### config.mk
export PLATFORM = sky130hd
export DESIGN_NAME = mem_word_streamer_flat
export DESIGN_NICKNAME = d
export VERILOG_FILES = /design/src/rtl/mem_word_streamer_if.sv /design/src/rtl/mem_word_streamer.sv /design/src/flat_wrapper.sv
export SDC_FILE = /design/constraint.sdc
export NUM_CORES = 1
export LEC_CHECK = 0
export BUFFER_PORTS_ARGS = -buffer_cell sky130_fd_sc_hd__clkbuf_2
export CAP_MARGIN = 10
export CORE_MARGIN = 4
export CORE_UTILIZATION = 54
export CTS_CLUSTER_SIZE = 8
export DETAILED_ROUTE_END_ITERATION = 10
export PLACE_DENSITY = 0.8
export SLEW_MARGIN = 20
export SYNTH_ARGS = -nofsm -noshare
export SYNTH_HDL_FRONTEND = slang
export SYNTH_SLANG_ARGS = --single-unit
### constraint.sdc
create_clock -name clk -period 2.4 [get_ports clk]
set_input_delay 0.12 -clock clk [delete_from_list [all_inputs] [get_ports clk]]
set_output_delay 0.12 -clock clk [all_outputs]
set_load 0.005 [all_outputs]
### src/rtl/mem_word_streamer_if.sv
// Memory read port and UART TX byte port of the word streamer.
// master = streamer side, slave = memory / UART side.
interface mem_word_streamer_if;
  logic [31:0] mem_addr;
  logic        mem_rd;
  logic [31:0] mem_data;
  logic [7:0]  tx_data;
  logic        tx_valid;
  logic        tx_ready;

  modport master (
    output mem_addr, mem_rd, tx_data, tx_valid,
    input  mem_data, tx_ready
  );

  modport slave (
    input  mem_addr, mem_rd, tx_data, tx_valid,
    output mem_data, tx_ready
  );
endinterface

### src/rtl/mem_word_streamer.sv
// Streams word_count 32-bit words from data memory to UART TX, LSB byte first.
// Optional trailing XOR checksum byte when MEM_STREAM_CHECKSUM_EN is defined.
module mem_word_streamer #(
  parameter int unsigned MEM_LAT = 2,
  parameter int unsigned CNT_W   = 16
) (
  input  logic             clk,
  input  logic             rst,
  input  logic             start,
  input  logic [CNT_W-1:0] word_count,
  mem_word_streamer_if.master bus,
  output logic             busy,
  output logic             done
);

  typedef enum logic [2:0] {
    IDLE,
    REQ,
    WAIT,
    SEND,
`ifdef MEM_STREAM_CHECKSUM_EN
    SEND_SUM,
`endif
    FIN
  } state_t;

  localparam logic [3:0] LAT_LAST = 4'(MEM_LAT - 1);

  state_t           state;
  state_t           state_next;
  logic [31:0]      addr;
  logic [31:0]      shreg;
  logic [1:0]       byte_idx;
  logic [3:0]       wait_cnt;
  logic [CNT_W-1:0] remaining;
`ifdef MEM_STREAM_CHECKSUM_EN
  logic [7:0]       csum;
`endif

  logic       load;
  logic       capture;
  logic       xfer;
  logic       mem_rd;
  logic       tx_valid;
  logic [7:0] tx_data;

  assign bus.mem_addr = addr;
  assign bus.mem_rd   = mem_rd;
  assign bus.tx_valid = tx_valid;
  assign bus.tx_data  = tx_data;

  always_ff @(posedge clk) begin
    if (rst) state <= IDLE;
    else     state <= state_next;
  end

  always_comb begin
    state_next = state;
    load       = 1'b0;
    capture    = 1'b0;
    xfer       = 1'b0;
    mem_rd     = 1'b0;
    tx_valid   = 1'b0;
    tx_data    = shreg[7:0];
    done       = 1'b0;
    busy       = (state != IDLE);
    case (state)
      IDLE: begin
        if (start) begin
          if (word_count != '0) begin
            load       = 1'b1;
            state_next = REQ;
          end else begin
            state_next = FIN;
          end
        end
      end
      REQ: begin
        mem_rd     = 1'b1;
        state_next = WAIT;
      end
      WAIT: begin
        if (wait_cnt == LAT_LAST) begin
          capture    = 1'b1;
          state_next = SEND;
        end
      end
      SEND: begin
        tx_valid = 1'b1;
        if (bus.tx_ready) begin
          xfer = 1'b1;
          if (byte_idx == 2'd3) begin
            if (remaining == CNT_W'(1)) begin
`ifdef MEM_STREAM_CHECKSUM_EN
              state_next = SEND_SUM;
`else
              state_next = FIN;
`endif
            end else begin
              state_next = REQ;
            end
          end
        end
      end
`ifdef MEM_STREAM_CHECKSUM_EN
      SEND_SUM: begin
        tx_valid = 1'b1;
        tx_data  = csum;
        if (bus.tx_ready) state_next = FIN;
      end
`endif
      FIN: begin
        done       = 1'b1;
        state_next = IDLE;
      end
      default: state_next = IDLE;
    endcase
  end

  always_ff @(posedge clk) begin
    if (rst) begin
      addr      <= '0;
      shreg     <= '0;
      byte_idx  <= '0;
      wait_cnt  <= '0;
      remaining <= '0;
`ifdef MEM_STREAM_CHECKSUM_EN
      csum      <= '0;
`endif
    end else begin
      // Counter restarts from 0 whenever WAIT is entered
      wait_cnt <= (state == WAIT) ? wait_cnt + 4'd1 : '0;

      if (load) begin
        remaining <= word_count;
        addr      <= '0;
`ifdef MEM_STREAM_CHECKSUM_EN
        csum      <= '0;
`endif
      end

      if (capture) begin
        shreg    <= bus.mem_data;
        byte_idx <= '0;
      end

      if (xfer) begin
        shreg    <= {8'h00, shreg[31:8]};
        byte_idx <= byte_idx + 2'd1;
`ifdef MEM_STREAM_CHECKSUM_EN
        csum     <= csum ^ shreg[7:0];
`endif
        // Address only advances when another word follows, so it holds the last word address at completion
        if (byte_idx == 2'd3) begin
          remaining <= remaining - CNT_W'(1);
          if (remaining != CNT_W'(1)) addr <= addr + 32'd4;
        end
      end
    end
  end

endmodule

### src/flat_wrapper.sv
// flat-port wrapper written by rule: the top's interface ports become plain ports
module mem_word_streamer_flat 
#(
  parameter int unsigned MEM_LAT = 2,
  parameter int unsigned CNT_W   = 16
)
  (clk, rst, start, word_count, busy, done, bus_mem_addr, bus_mem_rd, bus_tx_data, bus_tx_valid, bus_mem_data, bus_tx_ready);
  mem_word_streamer_if bus_i ();
  input  logic clk;
  input  logic rst;
  input  logic start;
  input  logic [CNT_W-1:0] word_count;
  output logic busy;
  output logic done;
  output wire logic [$bits(bus_i.mem_addr)-1:0] bus_mem_addr;
  output wire logic [$bits(bus_i.mem_rd)-1:0] bus_mem_rd;
  output wire logic [$bits(bus_i.tx_data)-1:0] bus_tx_data;
  output wire logic [$bits(bus_i.tx_valid)-1:0] bus_tx_valid;
  input wire logic [$bits(bus_i.mem_data)-1:0] bus_mem_data;
  input wire logic [$bits(bus_i.tx_ready)-1:0] bus_tx_ready;
  assign bus_mem_addr = bus_i.mem_addr;
  assign bus_mem_rd = bus_i.mem_rd;
  assign bus_tx_data = bus_i.tx_data;
  assign bus_tx_valid = bus_i.tx_valid;
  assign bus_i.mem_data = bus_mem_data;
  assign bus_i.tx_ready = bus_tx_ready;
  mem_word_streamer #(.MEM_LAT(MEM_LAT), .CNT_W(CNT_W)) u_core (.clk(clk), .rst(rst), .start(start), .word_count(word_count), .bus(bus_i), .busy(busy), .done(done));
endmodule
Word-level counts from Yosys, hierarchy flattened
Cells that the tools add are included.

Bits in registers: 89. Input bits: 52. Output and inout bits: 44. Logic and storage cells: 59.

Add/sub/neg operators: 4. Equality and inequality tests: 12. Multiplexer cells: 28. Bitwise logic cells: 1. Reduce and logical (&&, ||, !) cells: 7.

Operators with widths (count): $mux 32 (4); $mux 16 (3); $mux 24 (2); $add 32x3->32 const B (1); $mux 3 (6); $eq 16x1->1 const B (1); $ne 16x1->1 const B (1); $reduce_bool 16->1 (1); $sub 16x1->16 const B (1); $pmux 3 s4 (1); $mux 1 (10); $eq 3x2->1 const B (2); $add 4x1->4 const B (1); $eq 4x1->1 const B (1); $mux 2 (2); $ne 2x1->1 const B (2); $ne 2x2->1 const B (2); $reduce_and 4->1 (1); $reduce_or 2->1 (2); $eq 3x1->1 const B (1); $eq 3x3->1 const B (1); $logic_not 3->1 (1); $reduce_bool 3->1 (1); $add 2x1->2 const B (1); 3 further kinds (3).

Depth between registers and ports, before layout
Depth in word-level cells: 8. Gate-level depth with buffers: 8. Depth with buffers taken out: 7.

Least setup slack after synthesis
No wires, ideal clock.

Path type: register to register. Start point: register u_core.remaining[4]. End point: register u_core.remaining[14]. Library setup time: 0.070 ns. Arrival: 2.105 ns. Data required time: 2.330 ns. Path slack: 0.225 ns. Cell stages (with the launch flop): 8. Buffers on the path: 2. Period minus slack after synthesis: 2.175 ns. Cell sequence: dfxtp_1 or3_1 buf_2 or4_4 buf_6 or2_4 o41a_1 a21oi_1.

Cells in the longest elaborated chain, start to end: 3.

RTL lines: start: declaration (line mem_word_streamer.sv:35) `logic [CNT_W-1:0] remaining;`; start signal: assignment (line mem_word_streamer.sv:135) `remaining <= word_count;`; start signal: assignment (line mem_word_streamer.sv:155) `remaining <= remaining - CNT_W'(1);`; $sub 16x1->16 (line mem_word_streamer.sv:155); $mux 16 (line mem_word_streamer.sv:154) `if (byte_idx == 2'd3) begin`; $mux 16 (line mem_word_streamer.sv:147) `if (xfer) begin`.

Every way passes these cells. A chain may end at the register's enable or synchronous reset.

Worst setup path in the final report
Start point: register u_core.remaining[0]. End point: register u_core.remaining[14].

The elaborated chain is that of the path after synthesis.

==> impl_summary.log <==
[metrics] placed cell count: between 700 and 800
[metrics] highest clock rate: 0.4371 GHz
[metrics] CTS clock-pin slew for the worst setup and hold paths: approximately 0.090 ns
[metrics] startpoint of the lowest-slack register-to-register path: u_core.remaining[0]
[metrics] Max Cap Viol: 0
[metrics] cell accounting for the most synthesized area: sky130_fd_sc_hd__dfxtp_1
[metrics] arrival time at the worst endpoint: ~2.6 ns
[metrics] Synthesized Nets: approximately 600
[metrics] WHS Endpoint: u_core.shreg[3]
[metrics] worst slack, placed: slightly above 0.1 ns
[metrics] Worst R2R Path Depth: 7
[metrics] fin worst setup slack: 0.1119 ns
[metrics] Avg Synthesized Cell Area: roughly 8.0 µm²
[metrics] class of the tightest hold or removal check: in2reg
[metrics] number of stages on the worst hold path: 3
[metrics] wire length of the first global-routing pass: roughly 21,000 µm
[metrics] clock tree from TritonCTS: yes
[metrics] Overflow after GRT: 0
[metrics] total power per unit cell area: between 600 and 700 mW/mm²
[metrics] initial antenna violation count: 0
[metrics] post-route minimum period: approximately 2.3 ns
[metrics] Antenna Violating Nets Remaining: 0
[metrics] residual DRC count: 0
[metrics] outcome: finished, final reports clean
[metrics] async set or reset register ratio after synthesis: 0%
[metrics] data required time of the worst path: roughly 2.7 ns
[metrics] capturing element type of the critical path: flop
[metrics] Vias: 4,633
[metrics] Peak VDD IR: between 200 and 300 µV
[metrics] number of enable-type register cells in the synthesized netlist: 0
[metrics] pins over their slew limit: 0
[metrics] mean number of vias per cell: slightly above 6
[metrics] horizontal die dimension: just under 100 µm
[metrics] Final Hold Viols: 0
[metrics] unrepaired setup endpoints after global routing: no
[metrics] worst r2r dst: u_core.remaining[14]
[metrics] worst relative slew slack: a little over half
[metrics] Synth-to-Final Area Change: 24.92%
[metrics] Hold Startpoint: bus_mem_data[3]
[metrics] clock latency at the later pin of the worst-skew pair: between 0.3 and 0.4 ns
[metrics] Detailed Routing Iterations Pass 1: 7
[metrics] violation count after the first detailed-routing iteration: between 300 and 400
[metrics] summed instance area of the synthesized netlist: 0.004338 mm²
[metrics] routed len/inst: roughly 16 µm
[metrics] placer's final routability congestion estimate: about 0.98
[metrics] final instance count without filler cells: ~760
[metrics] number of fill cells in the layout: 655
[metrics] number of buffer cells added on primary ports: between 90 and 100
[metrics] static power due to leakage: 2.066 nW
[metrics] top cells by area in the synthesized netlist: sky130_fd_sc_hd__dfxtp_1 (41%), sky130_fd_sc_hd__nand2_1 (8.7%), sky130_fd_sc_hd__a311oi_1 (5.2%), sky130_fd_sc_hd__nor2_1 (4.4%), sky130_fd_sc_hd__a21oi_1 (4.3%)
[metrics] Core Footprint: around 0.0078 mm²
[metrics] drt total wl: ~12,000 µm
[metrics] total negative slack for setup checks: 0 ns
[metrics] final clock period utilization by the worst path: around 95%
[metrics] I/O pin total: 96
[metrics] effective utilization at floorplan: a little under three fifths
[metrics] Longest Clk Path Bufs: 2
[metrics] fraction of layout instances using a drive strength above 1: a little over a fifth
[metrics] proportion of synthesized chip area in sequential cells: roughly 41%
[metrics] flops & latches, synth: 89
[metrics] FF/Latch Area: 0.001782 mm²
[metrics] most used flip-flop cell after synthesis: sky130_fd_sc_hd__dfxtp_1
[metrics] startpoint type of the worst setup path: flop
[metrics] Yosys top cell area share: about two fifths
[metrics] # diodes: 0
[metrics] die span in y: 97.63 µm
[metrics] number of global-route vias before repair: 4,429
[metrics] area of combinational cells with multiple inputs: 0.002341 mm²
[metrics] Die Footprint: roughly 0.0095 mm²
[metrics] internal reg-to-reg setup slack: 0.11 ns
[metrics] number of buffers inserted during clock tree synthesis: 9
[metrics] area of all placed cells without fillers: roughly 0.0054 mm²
[metrics] gate count of the mapped netlist: about 540
[metrics] Clock Sinks: a little under 90
[metrics] total power: about 3.3 mW
[metrics] Worst Clk Skew: around 0.013 ns
[metrics] number of placement rows: 32
[metrics] count of synthesis-stage warnings from yosys: 0
[metrics] GRT Overall Usage: about a quarter
[metrics] Synth cell types: 54
[metrics] cell area after placement: about 0.005 mm²
[metrics] start-to-end type of the worst setup path: reg2reg
[metrics] number of setup violations in the final report: 0
[metrics] maximum number of pins on one net before global-route repair: 43
[metrics] most common cell in the synthesized netlist: sky130_fd_sc_hd__nand2_1
[metrics] half-perimeter wire length after placement: around 8500 µm
[metrics] clock root buffer master: sky130_fd_sc_hd__clkbuf_8
[metrics] largest fanout on the critical path: 7
[metrics] final net count: approximately 700
[metrics] Least-Margin Pin Slew: approximately 0.7 ns
[metrics] most frequent cells after synthesis: sky130_fd_sc_hd__nand2_1 (101), sky130_fd_sc_hd__dfxtp_1 (89), sky130_fd_sc_hd__nor2_1 (51)
[metrics] H-tree lvl count: 3
## sequential cells by signal, summed over array words and instances, names as in the netlist
signal,flops
u_core.bus.mem_addr,32
u_core.state,3
u_core.byte_idx,2
u_core.shreg,32
u_core.remaining,16
u_core.wait_cnt,4
## cell families after synthesis
logic type | count (synthesis) | share of synthesized area [%]
flops | 89 | 41.07
buf+inv | 50 | 5.250
fa+ha+maj | 6 | 1.731
compound gates | 128 | 20.83
mux | 1 | 0.2308
simple gates | 260 | 29.07
xor+xnor | 9 | 1.817
## stage by stage
| stage | utilization [%] | hold slack (ns) |
|---|---|---|
| 2_1_floorplan | - | 0.2560 |
| 3_3_place_gp | 63.31 | 0.3470 |
| 3_5_place_dp | 63.31 | 0.3585 |
| 4_1_cts | 69.47 | 0.0007786 |
| 5_1_grt | 69.76 | 0.003714 |
| 6_report | 69.76 | 0.004028 |
## per-layer routing
metal | track usage (%) | vias to the layer above | part of all wire (%)
met2 | 42.59 | 196 | 47
met1 | 33.39 | 2184 | 43
met4 | 10.33 | 0 | 2.5
met3 | 5.815 | 26 | 7.7
li1 | - | 2227 | -
met5 | 0 | - | 0
## where the power goes
group	switching (mW)	leakage, nW	internal [mW]
Clock	0.544	0.110	0.614
Combinational	0.315	1.24	0.238
Sequential	0.0703	0.720	1.55
## final cells by class
type | count | share of cell area [%]
Clock inverter | 4 | 1.432
Multi-Input combinational cell | 404 | 43.20
Sequential cell | 89 | 32.88
Inverter | 9 | 0.6234
Clock buffer | 11 | 2.609
Timing Repair Buffer | 143 | 16.90
Tap cell | 102 | 2.355
## worst max-delay path, cell delays in order (launching register included)
cell	delay, ns
sky130_fd_sc_hd__dfxtp_1	0.36
sky130_fd_sc_hd__inv_1	0.09
sky130_fd_sc_hd__ha_1	0.19
sky130_fd_sc_hd__or3b_1	0.39
sky130_fd_sc_hd__or3_1	0.44
sky130_fd_sc_hd__or2_4	0.29
sky130_fd_sc_hd__o41a_1	0.32
sky130_fd_sc_hd__a21oi_1	0.13
## timing repair
| action | in CTS | in global routing |
|---|---|---|
| hold endpoints to repair | 26 | 1 |
| endpoints found under the setup margin | 0 | 22 |
| hold buffers | 26 | 1 |
| gates resized for setup | 0 | 2 |
| buffers inserted | 0 | 0 |
## worst max path at each step
stage                                    from                       to  slack [ns]  cells after the start
after floorplan           u_core.remaining[4]     u_core.remaining[14]        0.22                      7
after global placement    u_core.remaining[0]     u_core.remaining[14]        0.22                      7
after detailed placement  u_core.remaining[1]  u_core.bus.mem_addr[18]        0.10                      7
after CTS                 u_core.remaining[1]  u_core.bus.mem_addr[18]        0.07                      7
after global routing      u_core.remaining[4]     u_core.remaining[15]        0.02                      6
final                     u_core.remaining[0]     u_core.remaining[14]        0.11                      7
## cells in the final DEF (no fill, tap or decap), drive strengths merged, types with 20 or more instances in the layout
cell	n
a21oi	37
a311oi	26
buf	21
clkbuf	106
dfxtp	89
dlygate4sd3	27
nand2	101
nand3	25
nor2	51
or3	20
Power figures use the tool's default switching activity.
